[config.mk]
export PLATFORM = sky130hd
export DESIGN_NAME = gcd_method_responder_flat
export DESIGN_NICKNAME = d
export VERILOG_FILES = /design/src/rtl/gcd_method_responder_pkg.sv /design/src/rtl/gcd_method_responder_if.sv /design/src/rtl/gcd_method_responder_step.sv /design/src/rtl/gcd_method_responder.sv /design/src/flat_wrapper.sv
export SDC_FILE = /design/constraint.sdc
export NUM_CORES = 1
export LEC_CHECK = 0
export CAP_MARGIN = 20
export CORE_MARGIN = 4
export CORE_UTILIZATION = 61
export CTS_BUF_LIST = sky130_fd_sc_hd__clkbuf_2
export CTS_CLUSTER_SIZE = 8
export DETAILED_ROUTE_END_ITERATION = 10
export PLACE_DENSITY = 0.85
export RECOVER_POWER = 50
export SYNTH_ARGS = -nofsm -noshare
export SYNTH_HDL_FRONTEND = slang
export SYNTH_SLANG_ARGS = --single-unit
[constraint.sdc]
create_clock -name clk -period 8.5 [get_ports clk]
set_input_delay 1.7 -clock clk [delete_from_list [all_inputs] [get_ports clk]]
set_output_delay 1.7 -clock clk [all_outputs]
set_load 0.005 [all_outputs]
[src/rtl/gcd_method_responder_pkg.sv]
// Shared types and constants for the gcd method responder (GCD_CYCLES_EN adds the cycle counter).
package gcd_method_pkg;

    localparam int GCD_DEFAULT_W = 32;
    localparam int GCD_CYC_W     = 16;

    typedef enum logic [1:0] {
        ST_IDLE = 2'd0,
        ST_RUN  = 2'd1,
        ST_DONE = 2'd2
    } gcd_state_t;

    // Increment that holds at all-ones instead of wrapping.
    function automatic logic [GCD_CYC_W-1:0] sat_inc(input logic [GCD_CYC_W-1:0] v);
        return (&v) ? v : v + 16'd1;
    endfunction

endpackage

[src/rtl/gcd_method_responder_if.sv]
// Method-call bundle for gcd(a, b); gcd_cycles exists only when GCD_CYCLES_EN is defined.
interface gcd_method_responder_if
    import gcd_method_pkg::*;
#(
    parameter int W = GCD_DEFAULT_W
);
    logic                 gcd_req;
    logic [W-1:0]         gcd_a;
    logic [W-1:0]         gcd_b;
    logic                 gcd_busy;
    logic [W-1:0]         gcd_return;
`ifdef GCD_CYCLES_EN
    logic [GCD_CYC_W-1:0] gcd_cycles;
`endif

    modport master (
        output gcd_req,
        output gcd_a,
        output gcd_b,
        input  gcd_busy,
        input  gcd_return
`ifdef GCD_CYCLES_EN
        ,
        input  gcd_cycles
`endif
    );

    modport slave (
        input  gcd_req,
        input  gcd_a,
        input  gcd_b,
        output gcd_busy,
        output gcd_return
`ifdef GCD_CYCLES_EN
        ,
        output gcd_cycles
`endif
    );

endinterface

[src/rtl/gcd_method_responder_step.sv]
// Purpose: one subtraction-GCD evaluation, priority a==0, b==0, a==b, a>b, else.
// Latency: purely combinational.
// Backpressure: none; the caller decides when to register the step.
module gcd_step
    import gcd_method_pkg::*;
#(
    parameter int W = GCD_DEFAULT_W
) (
    input  logic [W-1:0] a,
    input  logic [W-1:0] b,
    output logic [W-1:0] next_a,
    output logic [W-1:0] next_b,
    output logic         done,
    output logic [W-1:0] result
);

    always_comb begin
        next_a = a;
        next_b = b;
        done   = 1'b0;
        result = '0;
        if (a == '0) begin
            done   = 1'b1;
            result = b;
        end else if (b == '0) begin
            done   = 1'b1;
            result = a;
        end else if (a == b) begin
            done   = 1'b1;
            result = a;
        end else if (a > b) begin
            next_a = a - b;
        end else begin
            next_b = b - a;
        end
    end

endmodule

[src/rtl/gcd_method_responder.sv]
// Purpose: callee side of the gcd method handshake; optional GCD_CYCLES_EN reports RUN cycles.
// Latency: busy for (subtractions + 1) cycles, result visible the cycle busy falls.
// Backpressure: a held-high req parks in DONE; a new call needs req low for one cycle.
module gcd_method_responder
    import gcd_method_pkg::*;
#(
    parameter int W = GCD_DEFAULT_W
) (
    input  logic                   clk,
    input  logic                   reset,
    gcd_method_responder_if.slave  bus
);

    gcd_state_t state;
    gcd_state_t state_nxt;

    logic [W-1:0] a_q;
    logic [W-1:0] b_q;
    logic [W-1:0] ret_q;

    logic [W-1:0] step_next_a;
    logic [W-1:0] step_next_b;
    logic         step_done;
    logic [W-1:0] step_result;

    gcd_step #(.W(W)) u_step (
        .a      (a_q),
        .b      (b_q),
        .next_a (step_next_a),
        .next_b (step_next_b),
        .done   (step_done),
        .result (step_result)
    );

    always_comb begin
        state_nxt = state;
        unique case (state)
            ST_IDLE: if (bus.gcd_req) state_nxt = ST_RUN;
            ST_RUN:  if (step_done)   state_nxt = ST_DONE;
            ST_DONE: if (!bus.gcd_req) state_nxt = ST_IDLE;
            default: state_nxt = ST_IDLE;
        endcase
    end

    always_ff @(posedge clk or negedge reset) begin
        if (!reset) begin
            state <= ST_IDLE;
            a_q   <= '0;
            b_q   <= '0;
            ret_q <= '0;
        end else begin
            state <= state_nxt;
            case (state)
                ST_IDLE: begin
                    if (bus.gcd_req) begin
                        a_q <= bus.gcd_a;
                        b_q <= bus.gcd_b;
                    end
                end
                ST_RUN: begin
                    // Operands freeze on the terminating step; only the result moves.
                    if (step_done) begin
                        ret_q <= step_result;
                    end else begin
                        a_q <= step_next_a;
                        b_q <= step_next_b;
                    end
                end
                default: ;
            endcase
        end
    end

    assign bus.gcd_busy   = (state == ST_RUN);
    assign bus.gcd_return = ret_q;

`ifdef GCD_CYCLES_EN
    logic [GCD_CYC_W-1:0] cyc_cnt;
    logic [GCD_CYC_W-1:0] cyc_q;

    // The terminating evaluation is itself a RUN cycle, so it is included in the published count.
    always_ff @(posedge clk or negedge reset) begin
        if (!reset) begin
            cyc_cnt <= '0;
            cyc_q   <= '0;
        end else begin
            if (state == ST_IDLE && bus.gcd_req) begin
                cyc_cnt <= '0;
            end else if (state == ST_RUN) begin
                cyc_cnt <= sat_inc(cyc_cnt);
                if (step_done) cyc_q <= sat_inc(cyc_cnt);
            end
        end
    end

    assign bus.gcd_cycles = cyc_q;
`endif

endmodule

[src/flat_wrapper.sv]
// flat-port wrapper written by rule: the top's interface ports become plain ports
module gcd_method_responder_flat import gcd_method_pkg::*;
#(
    parameter int W = GCD_DEFAULT_W
)
  (clk, reset, bus_gcd_req, bus_gcd_a, bus_gcd_b, bus_gcd_busy, bus_gcd_return);
  gcd_method_responder_if #(.W(W)) bus_i ();
  input  logic clk;
  input  logic reset;
  input wire logic [$bits(bus_i.gcd_req)-1:0] bus_gcd_req;
  input wire logic [$bits(bus_i.gcd_a)-1:0] bus_gcd_a;
  input wire logic [$bits(bus_i.gcd_b)-1:0] bus_gcd_b;
  output wire logic [$bits(bus_i.gcd_busy)-1:0] bus_gcd_busy;
  output wire logic [$bits(bus_i.gcd_return)-1:0] bus_gcd_return;
  assign bus_i.gcd_req = bus_gcd_req;
  assign bus_i.gcd_a = bus_gcd_a;
  assign bus_i.gcd_b = bus_gcd_b;
  assign bus_gcd_busy = bus_i.gcd_busy;
  assign bus_gcd_return = bus_i.gcd_return;
  gcd_method_responder #(.W(W)) u_core (.clk(clk), .reset(reset), .bus(bus_i));
endmodule
Word-level counts from Yosys, hierarchy flattened
Cells that the tools add are included.
Widths: inputs -> output; s select.
{ "classes": {"add_sub_neg": 2, "multipliers": 0, "div_mod_pow": 0, "n_lt_le_gt_ge": 1, "n_eq_ne": 12, "n_shift": 0, "n_mux": 24, "bitwise": 0, "n_reduce_logical": 8} }
{ "op_table": {"columns": ["cell", "n"], "rows": [
  ["$mux 32", 15],
  ["$pmux 32 s2", 2],
  ["$logic_not 32->1", 2],
  ["$sub 32x32->32", 2],
  ["$eq 32x32->1", 1],
  ["$gt 32x32->1", 1],
  ["$ne 2x2->1 const B", 7],
  ["$reduce_and 7->1", 2],
  ["$mux 2", 3],
  ["$pmux 2 s3", 1],
  ["$ne 2x1->1 const B", 2],
  ["$mux 1", 3],
  ["$reduce_and 3->1", 1],
  ["$eq 2x1->1 const B", 1],
  ["$eq 2x2->1 const B", 1],
  ["$logic_not 2->1", 1],
  ["$reduce_and 2->1", 1],
  ["$reduce_bool 2->1", 1]
]} }
{ "word_totals": {"register_bits": 98, "latchBits": 0, "mem_bits_rw": 0, "romBits": 0, "in_bits": 67, "word_cells": 51, "memories": 0} }

Logic depth before layout (Yosys ltp)
{ "depth": {"depth_word": 7, "mapped_depth": 12} }

Hierarchy
From an unflattened synthesis, not the netlist that was laid out.
{ "unflattened": {"cells_unflattened": 1065, "area_unflattened_um2": 9196.3} }
{ "modules_own_cells": {"columns": ["module", "instances", "cells_per_inst", "area_per_inst_um2"], "rows": [
  ["gcd_step", 1, 783, 4767.1],
  ["gcd_method_responder", 1, 282, 4429.2]
]} }

Least setup slack after synthesis
No wires, ideal clock.
{ "synth_path": {"path_type": "flip-flop to output port", "startpoint": "register u_core.state[1]", "endpoint": "output port bus_gcd_busy", "arrival_ps": 1618, "path_slack_ps": 5182, "stages_incl_launch_ff": 7, "path_buffers": 4, "cell_sequence": "dfrtp_1 -> nand2b_1 -> clkbuf_1 -> inv_1 -> clkbuf_1 -> clkbuf_1 -> clkbuf_1"} }
{ "synth_between": {"elab_chain_cells": 1} }
{ "synth_rtl": {"columns": ["item", "line", "rtl"], "rows": [
  ["from (decl)", "gcd_method_responder.sv:14", "gcd_state_t state;"],
  ["from (signal assigned)", "gcd_method_responder.sv:52", "state <= state_nxt;"],
  ["$eq 2x1->1", "gcd_method_responder.sv:74", "assign bus.gcd_busy = (state == ST_RUN);"],
  ["to (decl)", "flat_wrapper.sv:13", "output wire logic [$bits(bus_i.gcd_busy)-1:0] bus_gcd_busy;"]
]} }
No other way between the ends.

==> reports/metrics.yaml <==
outcome: "complete, but fails checks"
violations: "max-capacitance violations, max-slew violations"
cp_slowest_cell: "clkbuf_1"
path_max_fanout: 57
grtUsageMet1_pct: 51.00
synth_cells: 1079
setup_viol: 0
skew_ns: 0.03313
synth-edff-count: 0
grt_use_met3_pct: 4.861
clockBufferDepth: 2
synth_ff_type: "dfrtp_1"
rsz0062_at_grt: "false"
synthTopCellsByArea: "dfrtp_1, ha_1, a21oi_1"
dp_hpwl_microns: 20190
max_freq_mhz: 179.2
coreArea_sq_um: 13350
synth_fp_nets: 1211
cp-end-kind: "asynchronous set/reset pin"
worst_pin_slew_ns: 3.215
cts_tree: "done"
slew_headroom_pct: -114.3
netlist_top_cells_count: "a21oi_1, nor2_1, nand2_1, dfrtp_1, inv_1"
start_util_pct: 62.71
hold_start: "u_core.bus.gcd_return[8]"
min_period_ns: 5.580
viasPerCell: 6.443
r2r_end: "u_core.b_q[29]"
max-cap-violations: 2
wirelength_microns: 27460
crit_buf_inv: 2
ant_nets: 0
numCtsBuffers: 9
worstSetupStartpointType: "input port"
worstSetupStartpoint: "reset"
clock_latency_ns: 0.65
antenna_cells: 0
die_height_microns: 125.1
yosysUniqueCellTypes: 76
root_buffer: "clkbuf_2"
via_count: 8434
yosysMostFrequentCell: "a21oi_1"
grt.met2_usage_pct: 52.39
dieArea_sq_um: 15660
drt-pass1-iter-count: 6
critPathRequiredTime_ns: 8.61
min_to: "u_core.bus.gcd_return[8]"
drive_gt1_share_pct: 5.296
syn_avg_cell_area_sq_um: 7.758
portBuffers: 99
hp-class: "reg2reg"
holdBufCountCts: 0
areaGrowthSynthToFinish_pct: 12.90
arrival_ns: 5.69
cts_num_sinks: 98
r2r_start: "u_core.state[1]"
fin_crit_sh_pct: 65.65
grt_first_pass_wirelength_microns: 42940
netlist_area_sq_um: 8371
slowest_delay_ns: 2.36
synth_seq_area_share_pct: 29.30
path_clk_slew_ns: 0.26
io_pins: 100
antenna_found_initial: 0
synth_top_cell_by_area: "dfrtp_1"
ys_seq_elements: 98
top_usage_layer: "met2"
grt_pass1_vias: 7773
worstSetupPathType: "in2async"
die_width_microns: 125.1
route.detailed.drc: 0
whs_path_depth: 2
fillCellCount: 1139
worstPathCellList: "clkbuf_1 -> clkbuf_1"
synth_top_area_share_pct: 29.30
grt_max_degree: 68
cpLargestDelayFamily: "buffers and inverters"
rows: 42
crit_top_cell: "clkbuf_1"
layout.nets: 1260
setup_tns_ns: 0
grt_usage_pct: 34.36
wire_per_inst_microns: 20.98
drtIter0Drc: 990
gp_congestion: 1.008
htree_levels: 3
hold_violations: 0
async_flop_share_pct: 100.0
grt-ovfl-total: 0
ys_warn_count: 0
finalMaxSlewViolations: 101
post_cts_buffers: 0
rr_worst_depth: 8
ff2ff_setup_slack_ns: 4.44
cts_resized: 0
[worst max path at each step]
stage / end / slack (ns) / cells past startpoint
after floorplan: bus_gcd_busy / 5.18 / 6
after global placement: u_core.a_q[15] / 4.17 / 6
after detailed placement: u_core.a_q[26] / 4.06 / 5
after CTS: u_core.a_q[15] / 4.50 / 11
after global routing: u_core.bus.gcd_return[8] / 2.15 / 2
final: u_core.bus.gcd_return[8] / 2.92 / 2
[flip-flops by register name (all words and copies together), names as in the netlist]
| name | cells |
|---|---|
| u_core.a_q | 32 |
| u_core.b_q | 32 |
| u_core.bus.gcd_return | 32 |
| u_core.state | 2 |
[layer usage]
| metal | vias to the layer above | share of wire [%] |
|---|---|---|
| met5 | - | 0 |
| met4 | 0 | 2.1 |
| met3 | 53 | 9.4 |
| met2 | 495 | 45 |
| met1 | 3968 | 44 |
| li1 | 3918 | - |
[logic make-up (layout without fill, tap and decap cells)]
family / after synthesis / after routing / share of synthesized area [%]
buffers and inverters: 149 / 203 / 7.668
AOI/OAI and AO/OA: 368 / 368 / 28.15
and+or+nand+nor: 342 / 342 / 18.58
muxes: 18 / 18 / 2.332
xor gates and xnor gates: 39 / 39 / 4.081
adders and majority gates: 65 / 65 / 9.895
DFF: 98 / 98 / 29.30
[cell usage in the layout (no fill, tap or decap), drive strengths merged, types with 22 or more instances in the layout]
cell	instances
a21oi	130
dfrtp	98
xnor2	22
clkdlybuf4s50	84
o21ai	75
o22ai	33
inv	82
nand2	117
ha	63
nor2	122
[metrics by stage]
stage,setup slack [ns],utilization (%),cells,area [sq um],hold WS (ns)
5_1_grt,2.154,70.80,1309,9450,0.5926
4_1_cts,4.499,70.79,1308,9449,0.5644
6_report,2.920,70.80,1309,9450,0.5561
3_5_place_dp,4.056,69.70,1292,9304,0.5210
3_3_place_gp,4.170,69.70,1292,9304,0.5072
2_1_floorplan,5.182,-,1079,8371,0.4939
[final cells by class]
| type | instances | area (sq um) | area share (%) |
|---|---|---|---|
| clock buffer | 9 | 45.04 | 0.4766 |
| multi-input combinational | 832 | 5280 | 55.87 |
| timing repair buffer | 108 | 1056 | 11.17 |
| inverter | 79 | 296.5 | 3.138 |
| sequential | 98 | 2452 | 25.95 |
| clock inverter | 7 | 100.1 | 1.059 |
| tap | 176 | 220.2 | 2.330 |
Power is not shown: default switching activity piles up to over one toggle a cycle in this logic, so the estimate is an artifact.
